==> src/rtl/uart_tx_arbiter.sv <==
// rtl/uart_tx_arbiter.sv - shares one UART transmitter between NUM_REQ byte sources and times each frame slot.
// Define UART_ARB_FIXED_PRIO_EN for fixed priority (lowest index wins) instead of round-robin.
module uart_tx_arbiter #(
    parameter int NUM_REQ    = 4,
    parameter int BAUD_DIV   = 10416,
    parameter int FRAME_BITS = 10,
    parameter int GUARD_BITS = 2
) (
    input  logic                 Clock,
    input  logic                 reset,
    input  logic [NUM_REQ-1:0]   req,
    input  logic [8*NUM_REQ-1:0] req_data,
    output logic [NUM_REQ-1:0]   gnt,
    output logic [2:0]           gnt_id,
    output logic                 transmit,
    output logic [7:0]           data,
    output logic                 tx_busy
);

    // Trigger is held past one full bit period so the transmitter's bit tick always sees it.
    localparam int HOLD_CYC = BAUD_DIV + 2;
    localparam int SLOT_CYC = HOLD_CYC + (FRAME_BITS + GUARD_BITS) * BAUD_DIV;
    localparam int CNT_W    = $clog2(SLOT_CYC + 1);

    localparam logic [CNT_W-1:0] HOLD_END = CNT_W'(HOLD_CYC);
    localparam logic [CNT_W-1:0] SLOT_END = CNT_W'(SLOT_CYC);
    localparam logic [2:0]       LAST_IDX = 3'(NUM_REQ - 1);

    typedef enum logic [1:0] {IDLE, HOLD, WAIT} state_t;

    state_t             r_state;
    state_t             w_next;
    logic [CNT_W-1:0]   r_cnt;
    logic [NUM_REQ-1:0] r_gnt;
    logic [2:0]         r_gnt_id;
    logic               r_transmit;
    logic [7:0]         r_data;
    logic               r_busy;

    logic               w_found;
    logic [2:0]         w_win;
    logic [2:0]         w_base;
    logic [7:0]         w_byte;
    logic [NUM_REQ-1:0] w_onehot;

`ifdef UART_ARB_FIXED_PRIO_EN
    assign w_base = 3'd0;
`else
    logic [2:0] r_rr_ptr;
    assign w_base = r_rr_ptr;
`endif

    // First pass looks at indices at or above the pointer, second pass wraps to the lowest.
    always_comb begin
        w_found = 1'b0;
        w_win   = 3'd0;
        for (int k = 0; k < NUM_REQ; k++) begin
            if (!w_found && req[k] && (3'(k) >= w_base)) begin
                w_found = 1'b1;
                w_win   = 3'(k);
            end
        end
        for (int k = 0; k < NUM_REQ; k++) begin
            if (!w_found && req[k]) begin
                w_found = 1'b1;
                w_win   = 3'(k);
            end
        end
    end

    always_comb begin
        w_byte   = 8'h00;
        w_onehot = '0;
        for (int k = 0; k < NUM_REQ; k++) begin
            if (w_win == 3'(k)) begin
                w_byte      = req_data[8*k +: 8];
                w_onehot[k] = 1'b1;
            end
        end
    end

    always_ff @(posedge Clock) begin
        if (reset) r_state <= IDLE;
        else       r_state <= w_next;
    end

    always_comb begin
        w_next = r_state;
        case (r_state)
            IDLE:    if (w_found)            w_next = HOLD;
            HOLD:    if (r_cnt == HOLD_END)  w_next = WAIT;
            WAIT:    if (r_cnt == SLOT_END)  w_next = IDLE;
            default:                         w_next = IDLE;
        endcase
    end

    always_ff @(posedge Clock) begin
        if (reset) begin
            r_cnt      <= '0;
            r_gnt      <= '0;
            r_gnt_id   <= 3'd0;
            r_transmit <= 1'b0;
            r_data     <= 8'h00;
            r_busy     <= 1'b0;
`ifndef UART_ARB_FIXED_PRIO_EN
            r_rr_ptr   <= 3'd0;
`endif
        end else begin
            r_gnt <= '0;
            case (r_state)
                IDLE: begin
                    if (w_found) begin
                        r_data     <= w_byte;
                        r_gnt      <= w_onehot;
                        r_gnt_id   <= w_win;
                        r_transmit <= 1'b1;
                        r_busy     <= 1'b1;
                        r_cnt      <= CNT_W'(1);
`ifndef UART_ARB_FIXED_PRIO_EN
                        r_rr_ptr   <= (w_win == LAST_IDX) ? 3'd0 : w_win + 3'd1;
`endif
                    end
                end
                HOLD: begin
                    r_cnt <= r_cnt + CNT_W'(1);
                    if (r_cnt == HOLD_END) r_transmit <= 1'b0;
                end
                WAIT: begin
                    if (r_cnt == SLOT_END) begin
                        r_busy <= 1'b0;
                        r_cnt  <= '0;
                    end else begin
                        r_cnt <= r_cnt + CNT_W'(1);
                    end
                end
                default: r_cnt <= '0;
            endcase
        end
    end

    assign gnt      = r_gnt;
    assign gnt_id   = r_gnt_id;
    assign transmit = r_transmit;
    assign data     = r_data;
    assign tx_busy  = r_busy;

endmodule

==> config.mk <==
export PLATFORM = sky130hd
export DESIGN_NAME = uart_tx_arbiter
export DESIGN_NICKNAME = d
export VERILOG_FILES = /design/src/rtl/uart_tx_arbiter.sv
export SDC_FILE = /design/constraint.sdc
export NUM_CORES = 1
export LEC_CHECK = 0
export CAP_MARGIN = 0
export CORE_ASPECT_RATIO = 0.5
export CORE_MARGIN = 3
export CORE_UTILIZATION = 53
export CTS_CLUSTER_DIAMETER = 40
export DETAILED_ROUTE_END_ITERATION = 16
export PLACE_DENSITY = 0.91
export SLEW_MARGIN = 30
export SYNTH_ARGS = -nofsm -noshare
export SYNTH_HDL_FRONTEND = slang
export SYNTH_SLANG_ARGS = --single-unit
export TNS_END_PERCENT = 50
==> constraint.sdc <==
create_clock -name Clock -period 4.56 [get_ports Clock]
set_input_delay 0.456 -clock Clock [delete_from_list [all_inputs] [get_ports Clock]]
set_output_delay 0.456 -clock Clock [all_outputs]
set_load 0.01 [all_outputs]
* After elaboration in Yosys (flattened, before gate mapping)
Index checks and enable logic that the tools add are counted.
** Word-level totals
- Register bits :: 40
- Output and inout port bits :: 17
** Operators by class
- $add $sub $neg :: 2
- Order comparisons :: 4
- Eq/ne operators :: 10
- Muxes and demuxes :: 36
- Bitwise operators :: 2
- Reduce and logical (&&, ||, !) cells :: 27
** Operators by type and width (count)
- case mux 18 bit (3 select lines) :: 1
- two-way mux 18 bit :: 2
- two-way mux 8 bit :: 4
- two-way mux 3 bit :: 7
- adder 18 x 1 -> 18 bit, second input constant :: 1
- == test 18 x 14 -> 1 bit, second input constant :: 1
- == test 18 bit, second input constant :: 1
- two-way mux 1 bit :: 16
- logical AND 1 bit :: 11
- AND reduction 3 bit :: 3
- zero test 1 bit :: 7
- == test 3 x 2 -> 1 bit, second input constant :: 2
- greater-or-equal comparator 1 x 3 -> 1 bit, first input constant :: 2
- greater-or-equal comparator 2 x 3 -> 1 bit, first input constant :: 2
- two-way mux 2 bit :: 3
- inequality test 2 bit, second input constant :: 3
- case mux 2 bit (3 select lines) :: 1
- case mux 1 bit (2 select lines) :: 2
- nonzero test 2 bit :: 2
- adder 3 x 1 -> 3 bit, second input constant :: 1
- == test 3 x 1 -> 1 bit, second input constant :: 1
- zero test 3 bit :: 1
- OR reduction 3 bit :: 1
- == test 2 x 1 -> 1 bit, second input constant :: 1
- other kinds (4) :: 5

* Depth between registers and ports, before layout
Gate-level depths: netlist of the first run.
- Depth in word-level cells :: 32
- Gate-level depth with buffers :: 11
- Gate-level depth less buffers :: 9

* Least setup slack after synthesis of the first run
OpenSTA, ideal clock, no wires.
- Path type :: input -> register
- Start :: in req[2]
- End :: reg r_data[7] (netlist: data[7])
- Setup time :: 0.133 ns
- Data arrival time :: 2.085 ns
- Data required time :: 4.427 ns
- Setup slack :: 2.342 ns
- Cell stages on the path :: 10
- Buffers on the path :: 2
- Cell sequence :: mux2i_1 -> nor2_1 -> or3_1 -> inv_1 -> ha_1 -> clkbuf_1 -> clkbuf_1 -> o21ai_0 -> o211ai_1 -> a211oi_2
** On the way
- Longest elaborated chain between the ends :: 24
** Ends and longest elaborated chain
- start, declared :: RTL line 11 : input logic [NUM_REQ-1:0] req,
- logical AND 1 bit (2 in series) :: RTL line 58 : if (!w_found && req[k] && (3'(k) >= w_base)) begin
- two-way mux 1 bit :: RTL line 58
- zero test 1 bit :: RTL line 58
- logical AND 1 bit (2 in series) :: RTL line 58
- two-way mux 1 bit :: RTL line 58
- zero test 1 bit :: RTL line 64 : if (!w_found && req[k]) begin
- logical AND 1 bit :: RTL line 64
- two-way mux 1 bit :: RTL line 64
- (+5 left out)
- two-way mux 1 bit :: RTL line 64
- zero test 1 bit :: RTL line 64
- logical AND 1 bit :: RTL line 64
- two-way mux 3 bit * :: RTL line 64
- via w_win[0] :: RTL line 41 : logic [2:0] w_win;
- zero test 3 bit :: RTL line 75 : if (w_win == 3'(k)) begin
- two-way mux 8 bit (3 in series) :: RTL line 75
- two-way mux 8 bit * :: RTL line 75
- end signal, assigned :: RTL line 113 : r_data <= w_byte;
- end, declared :: RTL line 37 : logic [7:0] r_data;
Mark *: on every way through the listed nets, which the timed path passes. The rest lies on a longest branch.
A chain may end at the register's enable or synchronous reset.

* Worst setup path after layout of the first run
- Start :: in req[0]
- End :: reg r_rr_ptr[0]
** On the way
- Longest elaborated chain between the ends :: 28
** Ends and longest elaborated chain
- logical AND 1 bit :: RTL line 58
- two-way mux 1 bit :: RTL line 58
- zero test 1 bit :: RTL line 58
- logical AND 1 bit (2 in series) :: RTL line 58
- two-way mux 1 bit :: RTL line 58
- zero test 1 bit :: RTL line 58
- logical AND 1 bit (2 in series) :: RTL line 58
- two-way mux 1 bit :: RTL line 58
- (+11 left out)
- logical AND 1 bit :: RTL line 64
- two-way mux 1 bit :: RTL line 64
- zero test 1 bit :: RTL line 64
- logical AND 1 bit :: RTL line 64
- two-way mux 3 bit * :: RTL line 64
- via w_win[0] :: RTL line 41
- adder 3 x 1 -> 3 bit / == test 3 x 2 -> 1 bit (equally long branches) :: RTL line 120 : r_rr_ptr <= (w_win == LAST_IDX) ? 3'd0 : w_win + 3'd1;
- two-way mux 3 bit * :: RTL line 120
- end signal, assigned :: RTL line 120
- end, declared :: RTL line 49 : logic [2:0] r_rr_ptr;
Marked as above.

==> results.toml, run 1 <==
[run_status]
outcome = "finished, final reports clean"

[synth]
synth_edf_count = 0
synth-async-reset-ratio_pct = 0
synth_top_area_cell = "dfxtp_1"
synth-seq-area-share_pct = 35.2
synth_top_area_share_pct = 35.2
synth.avg_cell_area_um2 = 8.41
yosysMostFrequentCell = "dfxtp_1"
synth_seq_cells = 38
yosysWarnings = 0
syn_inst = 257
synthDistinctLibCells = 55
netlist_area_um2 = 2160
synth.top_cells.by_count = "dfxtp_1 (38), nand2_1 (28), a21oi_1 (26)"
ys.flop_type = "dfxtp_1"
syn-num-nets = 301
yosys-top-cells-area = "dfxtp_1 (35%), a21oi_1 (6.0%), nand2_1 (4.9%)"

[sta]
tightest_slew_ns = 0.790
max_freq_mhz = 368
hold_viol_final = 0
slew_headroom_pct = 47.2
whs_ns = 0.500
drv_slew = 0
tns_ns = 0
rsz0062_at_grt = "no"
skew_ns = 0.00378
min_period_ns = 2.72
finalCritPeriodShare_pct = 59.6
setup_viol = 0

[routing]
drt_iter0_drc = 67
wirelength_mm = 5.97
vias = 2207
avgViaCountPerCell = 6.22
wire_per_inst_um = 16.8
drtAntennaViolNets = 0
drt-pass1-iter-count = 4
drc = 0

[placed_design]
gp_congestion = 0.869
placed_area_um2 = 2660
hpwl_mm = 4.12
portBuffers = 53

[cells_and_area]
final_area_um2 = 2770
syn_to_final_growth_pct = 28.2
drive_above_1_share_pct = 7.89
diodes = 0
nNetsFinal = 347

[critical_path]
crit_path_start_kind = "input port"
path_max_fanout = 10
worstReg2RegEnd = "r_rr_ptr[0]"
worstPathRequired_ns = 4.70
arrival_ns = 2.86
rrSetupSlack_ns = 2.02
crit_type = "in2reg"
cp-end-kind = "register"
rr_worst_depth = 8
r2r_start = "r_rr_ptr[1]"

[cts]
tritoncts = "yes"
cts_setup_buffers = 0
clkTransAtPathRegs_ns = 0.07
h-tree-depth = 2
cts_root_buffer = "clkbuf_8"
ctsHoldBuffers = 0
ctsResizeCount = 0
clock_sinks = 38
worstSkewPairLatency_ns = 0.30
clockBufferDepth = 2
cts_buffers = 5

[pwr]
p_leak_nw = 0.941
peakVddDrop_mv = 0.131
powerDensity_nw_per_um2 = 299

[floorplanning]
die_y_um = 51.2
die_w_um = 96.3
ios = 55
core_um2 = 3660
dieArea_um2 = 4930
num_rows = 15
start_util_pct = 59.0

[min_path]
hold_start = "gnt_id[0]"
hold_depth = 2
hold_path_end = "gnt_id[0]"
min_path_type = "reg2reg"

[global_routing]
grt_use_total_pct = 26.3
grt_pass1_wl_mm = 10.0
grt_pass1_vias = 2189
gr-total-overflow = 0
antenna_found_initial = 0
grt_max_degree = 22

[job]
maxCapViolCount = 0
## power by group
part | total [mW] | internal (mW) | switching [mW]
Clock | 0.277 | 0.153 | 0.124
Combinational | 0.187 | 0.0913 | 0.0962
Sequential | 0.363 | 0.349 | 0.0144
## cell type report
class / instances / area [um^2]
clock buffers: 8 / 110
inverters: 9 / 33.8
multi-input cells: 196 / 1270
well taps: 51 / 63.8
flip-flops and latches: 38 / 761
fillers: 262 / 890
repair buffers: 53 / 531
## layout by cell type (no fill, tap or decap), types with 2 or more instances in the layout
master / instances
a31oi_1: 3
inv_1: 8
clkdlybuf4s50_1: 53
xor2_1: 5
nand2_1: 28
clkbuf_8: 8
a21oi_1: 26
ha_1: 6
nor2_1: 18
nor4_1: 2
or3_1: 7
or4_1: 7
nand2b_1: 9
o21ai_0: 21
o211ai_1: 10
nor3_1: 2
a211oi_1: 7
dfxtp_1: 38
and2_1: 3
a21oi_2: 2
and4_1: 2
nand3_1: 3
o2111ai_1: 2
o31ai_1: 6
## worst max-delay path by stage
stage,from,to
2_1_floorplan,req[2],data[7]
3_3_place_gp,req[0],data[6]
3_5_place_dp,req[0],r_rr_ptr[0]
4_1_cts,req[0],data[6]
5_1_grt,req[0],data[6]
6_report,req[0],r_rr_ptr[0]
## critical path: stages
cell and delay, ns:
clkdlybuf4s50_1 0.51, mux2i_1 0.21, nor2_1 0.09, or3_1 0.44, inv_1 0.11, ha_1 0.36
clkinv_1 0.35, o311ai_0 0.20, a21oi_1 0.13
## layer usage
metal / part of all wire [%] / vias up / track usage, %
met3: 6.0 / 18 / 7.65
met5: 0 / - / 0
met2: 50 / 97 / 46.2
met1: 41 / 1058 / 29.6
met4: 2.8 / 0 / 11.6
li1: - / 1034 / -
## stage by stage
step	total power [mW]	worst slack, ns	util (%)	cells
2_1_floorplan	0.471	2.34	-	257
3_3_place_gp	0.544	1.78	72.7	347
3_5_place_dp	0.552	1.66	72.7	347
4_1_cts	0.825	1.91	75.7	355
5_1_grt	0.857	1.64	75.7	355
6_report	0.828	1.84	75.7	355
## flip-flops by register name (all words and copies together) (netlist names)
| name | count |
|---|---|
| gnt_id | 2 |
| gnt | 4 |
| r_cnt | 18 |
| r_rr_ptr | 2 |
| transmit | 1 |
| data | 8 |
| r_state | 2 |
| tx_busy | 1 |
## cells by family (layout without fill, tap and decap cells)
family / after synthesis / count (layout) / share of synthesized area [%]
AND/OR/NAND/NOR: 96 / 96 / 25.4
buffers and inverters: 23 / 70 / 5.96
other: 1 / 1 / 0.174
flip-flops: 38 / 38 / 35.2
multiplexers: 1 / 1 / 0.463
AO/OA/AOI/OAI: 87 / 87 / 27.3
XOR/XNOR: 5 / 5 / 2.03
adder cells (fa/ha/maj): 6 / 6 / 3.47
(Power assumes the default switching activity.)
==> run 2, diff against run 1 <==
--- a/config.mk
+++ b/config.mk
@@ -8,10 +8,10 @@
 export CAP_MARGIN = 0
 export CORE_ASPECT_RATIO = 0.5
 export CORE_MARGIN = 3
-export CORE_UTILIZATION = 53
+export CORE_UTILIZATION = 44
 export CTS_CLUSTER_DIAMETER = 40
 export DETAILED_ROUTE_END_ITERATION = 16
-export PLACE_DENSITY = 0.91
+export PLACE_DENSITY = 0.81
 export SLEW_MARGIN = 30
 export SYNTH_ARGS = -nofsm -noshare
 export SYNTH_HDL_FRONTEND = slang
==> constraint.sdc (replaced) <==
create_clock -name Clock -period 2.3 [get_ports Clock]
set_input_delay 0.23 -clock Clock [delete_from_list [all_inputs] [get_ports Clock]]
set_output_delay 0.23 -clock Clock [all_outputs]
set_load 0.01 [all_outputs]
==> results.toml, run 2 (synthesis gave the netlist of run 1 again) <==
[pwr]
seqPwrFrac_pct = 39.3
p_leak_nw = 0.993
p_switching_mw = 0.463
peakVddDrop_mv = 0.332
swShare_pct = 25.4
design_power_total_mw = 1.82
powerDensity_nw_per_um2 = 626
combPwrFrac_pct = 21.8
clkPwrFrac_pct = 38.9
internal_power_mw = 1.36

[cells_and_area]
layout_common_cells = "clkdlybuf4s50_1 (53), dfxtp_1 (37), nand2_1 (28)"
syn_to_final_growth_pct = 34.7
nNetsFinal = 354
layout_commonest_cell = "clkdlybuf4s50_1"
diodes = 0
largest-register = "r_cnt"
largest_register_ffs = 18
drive_above_1_share_pct = 12.2
fillerInstances = 362

[global_routing]
antenna_found_initial = 0
grt_pass1_vias = 2008
met1_usage_pct = 23.5
use_met2_pct = 31.2
grt_busiest_layer = "met2"
grt_use_total_pct = 18.6
grt_max_degree = 21
gr-total-overflow = 0
grtUsageMet3_pct = 5.25
grt_pass1_wl_mm = 9.16

[cts]
clockBufferDepth = 2
cts_buffers = 5
worstSkewPairLatency_ns = 0.30
cts_root_buffer = "clkbuf_8"
h-tree-depth = 2
cts_setup_buffers = 0
clkTransAtPathRegs_ns = 0.08
tritoncts = "yes"
clock_sinks = 38

[placed_design]
portBuffers = 53
hpwl_mm = 3.86
pre_cts_slack_ns = -0.181
gp_congestion = 0.840

[critical_path]
cp-end-kind = "register"
r2r_start = "r_rr_ptr[1]"
arrival_ns = 2.36
rrSetupSlack_ns = 0.12
path_max_fanout = 10
worstReg2RegEnd = "data[1]"
slowest_stage = "clkdlybuf4s50_1"
rr_worst_depth = 9
cp_cell_sequence = "clkdlybuf4s50_1, mux2i_1, nor2_1, or3_1, inv_1, buf_4, ha_1, clkinvlp_4, o211ai_1, a211oi_1"
worstPathRequired_ns = 2.47
crit_type = "in2reg"
cp_num_buf_inv = 4
crit_path_start_kind = "input port"
slowest_delay_ns = 0.49
cp_top_family = "buffers and inverters"

[floorplanning]
core_um2 = 4550
ios = 55
start_util_pct = 47.5
die_y_um = 55.6
die_w_um = 105
num_rows = 17
dieArea_um2 = 5840

[min_path]
hold_depth = 2
min_path_type = "reg2reg"
hold_path_end = "gnt_id[0]"
hold_start = "gnt_id[0]"

[run_status]
outcome = "finished, final reports clean"

[routing]
wirelength_mm = 5.33
vias = 2075
avgViaCountPerCell = 5.50
drc = 0
drt_iter0_drc = 55
drtAntennaViolNets = 0
drt-pass1-iter-count = 5
wire_per_inst_um = 14.1

[sta]
max_freq_mhz = 456
drv_slew = 0
slew_headroom_pct = 64.7
tightest_slew_ns = 0.527
skew_ns = 0.00703
tns_ns = 0
setup_ws_ns = 0.107
finalCritPeriodShare_pct = 95.4
hold_viol_final = 0
rsz0062_at_grt = "no"
whs_ns = 0.466
setup_viol = 0
min_period_ns = 2.19

[job]
maxCapViolCount = 0
## run 2: power by group through the flow
| stage | sequential (mW) | combinational [mW] | clock, mW |
|---|---|---|---|
| after floorplan | 0.739 | 0.195 | 0 |
| after global placement | 0.730 | 0.375 | 0 |
| after detailed placement | 0.730 | 0.381 | 0 |
| after CTS | 0.716 | 0.385 | 0.712 |
| after global routing | 0.721 | 0.434 | 0.744 |
| final | 0.717 | 0.397 | 0.710 |
## run 2: worst max-delay path by stage
stage | start | to | slack [ns] | cells after the start
6_report | req[0] | data[1] | 0.11 | 10
4_1_cts | r_rr_ptr[1] | data[1] | 0.05 | 9
3_3_place_gp | req[0] | data[0] | -0.09 | 10
2_1_floorplan | r_rr_ptr[1] | data[7] | 0.08 | 10
3_5_place_dp | req[0] | data[1] | -0.18 | 10
5_1_grt | req[0] | data[0] | 0.02 | 11
## run 2: per-stage QoR
stage                     area [um^2]  util (%)  cells
after global routing             2910      64.0    377
after floorplan                  2160         -    257
after CTS                        2890      63.4    377
after global placement           2740      60.3    369
final                            2910      64.0    377
after detailed placement         2740      60.3    369
## run 2: area by class of cell
class	instances	area, um^2	area share (%)
multi-input cells	196	1290	44.3
flip-flops and latches	38	762	26.2
repair buffers	60	596	20.5
clock buffers	6	82.6	2.84
well taps	66	82.6	2.84
clock inverters	2	60.1	2.06
inverters	9	37.5	1.29
## run 2: worst min-delay path, stage by stage, from the launching register on
cell and delay (ns):
dfxtp_1 0.32, nand2_1 0.05, a21oi_1 0.05
## run 2: per-layer routing
layer	share of wire, %	wire [um]
met1	45	2390
met4	0.38	20
met5	0	0
met3	5.2	279
met2	49	2630
## run 2: what timing repair did
action                                 CTS  global route
endpoints found under the hold margin    0             0
resized for setup                        0             7
setup endpoints to repair                0            10
hold buffers                             0             0
